**src/rtl/fetch_unit.sv**
```systemverilog
`default_nettype none
// ============================================================================
// Module  : fetch_unit
// Purpose : IF stage producer; owns the PC, reads the stall-capable instruction
//           memory and drives instruction/PC/PC+2/HALT into IF/ID.
// Option  : `define FETCH_ERR_EN to turn imem_err into a sticky error halt.
// Rev     : 1.0
// ============================================================================
module fetch_unit #(
  parameter logic [15:0] RESET_PC  = 16'h0000,
  parameter logic [15:0] NOP_INSTR = 16'h0800
) (
  input  logic        clk,
  input  logic        rst,
  input  logic        stall_in,
  input  logic        redirect_en,
  input  logic [15:0] redirect_pc,
  output logic [15:0] imem_addr,
  output logic        imem_rd,
  input  logic [15:0] imem_data,
  input  logic        imem_done,
  input  logic        imem_stall,
  input  logic        imem_err,
  output logic [15:0] instruction_out,
  output logic [15:0] pc_no_plus_two,
  output logic [15:0] pc_next_out,
  output logic        valid_out,
  output logic        halt_out,
  output logic        err_out
);

  typedef enum logic [1:0] {
    S_FETCH  = 2'd0,
    S_WAIT   = 2'd1,
    S_HALTED = 2'd2
  } state_t;

  localparam logic [15:0] C_PC_STEP = 16'd2;

  state_t      r_state;
  state_t      w_state_nxt;
  logic [15:0] r_pc;
  logic [15:0] w_pc_nxt;
  logic        r_squash_pend;
  logic        w_squash_nxt;

  logic        w_halted;
  logic        w_live;
  logic        w_err_hit;
  logic        w_valid;
  logic        w_accept;
  logic        w_halt_now;

  assign w_halted = (r_state == S_HALTED);

  // A returned word is usable only if nothing squashes it this cycle.
  assign w_live = imem_done & ~redirect_en & ~r_squash_pend & ~w_halted & ~rst;

`ifdef FETCH_ERR_EN
  logic r_err;

  assign w_err_hit = w_live & imem_err;

  always_ff @(posedge clk) begin
    if (rst) begin
      r_err <= 1'b0;
    end else if (w_err_hit) begin
      r_err <= 1'b1;
    end
  end

  assign err_out = ~rst & (r_err | w_err_hit);
`else
  logic w_unused_err;

  assign w_unused_err = imem_err;
  assign w_err_hit    = 1'b0;
  assign err_out      = 1'b0;
`endif

  assign w_valid    = w_live & ~w_err_hit;
  assign w_accept   = w_valid & ~stall_in;
  assign w_halt_now = w_accept & (imem_data[15:11] == 5'b00000);

  assign valid_out       = w_valid;
  assign instruction_out = w_valid ? imem_data : NOP_INSTR;
  assign pc_no_plus_two  = r_pc;
  assign pc_next_out     = r_pc + C_PC_STEP;
  assign halt_out        = ~rst & (w_halted | w_halt_now | w_err_hit);
  assign imem_addr       = r_pc;
  assign imem_rd         = ~rst & ~w_halted;

  always_ff @(posedge clk) begin
    if (rst) begin
      r_state       <= S_FETCH;
      r_pc          <= RESET_PC;
      r_squash_pend <= 1'b0;
    end else begin
      r_state       <= w_state_nxt;
      r_pc          <= w_pc_nxt;
      r_squash_pend <= w_squash_nxt;
    end
  end

  always_comb begin
    w_state_nxt  = r_state;
    w_pc_nxt     = r_pc;
    w_squash_nxt = r_squash_pend;

    if (!w_halted) begin
      if (redirect_en) begin
        w_pc_nxt = redirect_pc;
        // An in-flight request whose answer has not yet come back must be dropped.
        w_squash_nxt = ~imem_done & ((r_state == S_WAIT) | imem_stall | r_squash_pend);
        w_state_nxt  = w_squash_nxt ? S_WAIT : S_FETCH;
      end else if (r_squash_pend) begin
        if (imem_done) begin
          w_squash_nxt = 1'b0;
          w_state_nxt  = S_FETCH;
        end else begin
          w_state_nxt  = S_WAIT;
        end
      end else if (imem_done) begin
        w_state_nxt = S_FETCH;
        if (w_err_hit) begin
          w_state_nxt = S_HALTED;
        end else if (w_accept) begin
          w_pc_nxt = r_pc + C_PC_STEP;
          if (w_halt_now) begin
            w_state_nxt = S_HALTED;
          end
        end
      end else if (imem_stall || (r_state == S_WAIT)) begin
        w_state_nxt = S_WAIT;
      end else begin
        w_state_nxt = S_FETCH;
      end
    end
  end

endmodule
`default_nettype wire

```
**config.mk**
```make
export PLATFORM = sky130hd
export DESIGN_NAME = fetch_unit
export DESIGN_NICKNAME = d
export VERILOG_FILES = /design/src/rtl/fetch_unit.sv
export SDC_FILE = /design/constraint.sdc
export NUM_CORES = 1
export LEC_CHECK = 0
export ABC_AREA = 1
export BUFFER_PORTS_ARGS = -buffer_cell sky130_fd_sc_hd__buf_2
export CORE_MARGIN = 2
export CORE_UTILIZATION = 39
export DETAILED_ROUTE_END_ITERATION = 12
export PLACE_DENSITY_LB_ADDON = 0.3
export RECOVER_POWER = 25
export SYNTH_ARGS = -nofsm -noshare
export SYNTH_HDL_FRONTEND = slang
export SYNTH_SLANG_ARGS = --single-unit
```
**constraint.sdc**
```tcl
create_clock -name clk -period 1.7 [get_ports clk]
set_clock_uncertainty 0.2 [all_clocks]
set_input_delay 0.34 -clock clk [delete_from_list [all_inputs] [get_ports clk]]
set_output_delay 0.34 -clock clk [all_outputs]
set_load 0.05 [all_outputs]
```
==> impl_metrics.yaml <==
outcome:
  outcome: "complete, but fails checks"
  violations: "setup timing"
logic_synthesis:
  ys_seq_elements: 19
  syn_avg_cell_area_um2: 5.98
  synthArstFlopShare_pct: 0
  synthCells: 288
  yosysTopAreaCell: "dfxtp_1"
  yosys-top-cells-area: "dfxtp_1 22%, nand2_1 15%, inv_1 9.4%"
  yosysWarnings: 0
  ys.flop_type: "dfxtp_1"
  synth_cell_types: 29
  synth-seq-area-share_pct: 22.1
  synth_edf_count: 0
  syn_nets: 328
  ys_top_cells_by_count: "69 x nand2_1, 43 x inv_1, 35 x nor2_1"
  yosysMostFrequentCell: "nand2_1"
  yosys.area.top_type_share_pct: 22.1
  syn_area_um2: 1720
timing:
  clock.fmax_mhz: 482
  finalCriticalPeriod_ps: 2080
  setup_viol: 31
  finalCritPeriodShare_pct: 122
  rsz0062_at_grt: "yes"
  timing_hold_violations_final: 0
  setup_ws_ps: -376
  slew_viol_final: 0
global_route:
  grt_usage_pct: 22.1
  use_met3_pct: 4.04
  use_met2_pct: 38.9
  antenna_found_initial: 0
  grt_overflow_total: 0
  grt_max_degree: 20
  grt_use_met1_pct: 27.4
  grt_pass1_vias: 1943
  grt_pass1_wl_mm: 8.92
  top_usage_layer: "met2"
routing:
  num_vias: 2255
  drc: 0
  drtIter0Drc: 77
  dr.pass1.iters: 4
  ant_nets: 0
  routed_wl_mm: 6.01
  avgViaCountPerCell: 4.81
  wire_per_inst_um: 12.8
pwr:
  power.leakage_uw: 0.00160
  ir_worst_vdd_mv: 0.427
  powerDensity_nw_per_um2: 591
placed_design:
  dp_slack_ps: -252
  dpl.hpwl_mm: 3.90
  gp_congestion: 0.816
  numPlacedInstances: 454
  placed_area_um2: 2660
  io_buffers: 104
clock_network:
  clkSlewWorstSetupHoldPaths_ps: 70
  cts_num_sinks: 19
  cts_made_buffers: 3
  clockBufferDepth: 2
  cts-htree-levels: 1
  insertion_delay_ps: 260
  cts_tree: "yes"
  root_buffer: "clkbuf_8"
  ctsHoldBuffers: 0
setup_path:
  required_ps: 1160
  critPathLaunchType: "register"
  worstSetupPathType: "reg -> out"
  worstPathArrival_ps: 1540
  critPathCaptureType: "primary output"
  cp_max_fo: 3
layout:
  stdcell_count: 469
  final_nets: 458
  area_growth_pct: 81.3
  n_fill_cell: 349
  antenna_cells: 0
  layout-drive-gt1-share_pct: 57.6
  fin_area_um2: 3120
die:
  num_io_pins: 107
  fp-row-count: 24
  die-height_um: 70.5
  dieArea_um2: 4970
  initial_core_util_pct: 40.1
  die_x_um: 70.5
  coreArea_um2: 4290
hold_path:
  hold_path.class: "in -> reg"
job:
  cap_violations: 0
-- kinds of logic after synthesis --
logic type	after synthesis	share of synthesized area, %
AND/OR/NAND/NOR	163	44.9
buffers and inverters	73	22.1
AO/OA/AOI/OAI	30	9.44
flip-flops	19	22.1
XOR/XNOR	1	0.508
adder cells (fa/ha/maj)	1	0.726
other	1	0.218
-- routing by layer --
metal / vias up / part of all wire (%)
met2: 94 / 51
met4: 0 / 1.1
li1: 1126 / -
met5: - / 0
met3: 8 / 6.8
met1: 1027 / 41
-- worst max-delay path: stages (launching register included) --
cell,delay (ps)
dfxtp_4,370
ha_4,140
nand2_4,60
buf_4,140
nor2_2,90
nand3_1,90
nand2_1,90
nand2_2,80
clkinvlp_4,80
buf_8,140
-- area by class of cell --
| type | instances | area, um2 | area share, % |
|---|---|---|---|
| repair buffers | 152 | 1170 | 37.4 |
| well taps | 52 | 65.1 | 2.08 |
| clock buffers | 4 | 45.0 | 1.44 |
| multi-input cells | 196 | 1230 | 39.2 |
| inverters | 46 | 194 | 6.21 |
| flip-flops and latches | 19 | 424 | 13.6 |
-- worst paths after layout --
check,startpoint,slack (ps),depth (start not counted),end
max reg2reg,imem_addr[1]$_SDFFE_PP0P_,0,11,imem_addr[5]$_SDFFE_PP0P_
min,imem_done,70,2,r_state[0]$_SDFFE_PP0N_
min reg2reg,imem_addr[0]$_SDFFE_PP0P_,290,2,imem_addr[0]$_SDFFE_PP0P_
max,imem_addr[1]$_SDFFE_PP0P_,-380,9,pc_next_out[9]
-- report_power, final --
| part | switching, uW | leakage, uW | internal [uW] |
|---|---|---|---|
| clock network | 164 | 0.0000228 | 167 |
| registers | 33.2 | 0.000166 | 479 |
| logic | 663 | 0.00141 | 342 |
-- per-stage QoR --
step / util [%] / power (uW) / TNS [ps] / hold WS (ps)
final: 72.8 / 1850 / -8720 / 72.3
after floorplan: - / 1220 / -6490 / 212
after detailed placement: 61.8 / 1400 / -4860 / 283
after CTS: 70.2 / 1810 / -8320 / 67.1
after global placement: 61.8 / 1390 / -4420 / 271
after global routing: 72.8 / 1940 / -11190 / 84.4
-- placed cells by master, fill, tap and decap left out, drive strengths merged, types with 2 or more instances in the layout --
| cell type | instances |
|---|---|
| nand2 | 73 |
| a21oi | 19 |
| buf | 152 |
| o21ai | 9 |
| or2 | 3 |
| inv | 43 |
| nand4 | 5 |
| dfxtp | 19 |
| clkinvlp | 3 |
| clkbuf | 4 |
| nor2 | 43 |
| a21boi | 2 |
| nand3 | 32 |
| and2 | 5 |
-- timing repair --
action                                  CTS  global route
endpoints found under the hold margin     0             0
pin swaps                                 5            13
endpoints found under the setup margin   33            33
gates resized for setup                  89            17
setup buffers                             5             9
-- state kept, by name, indices dropped and copies added (netlist names) --
register / count
r_state: 2
r_squash_pend: 1
imem_addr: 16
No activity file was read; power rests on OpenSTA's default activity.
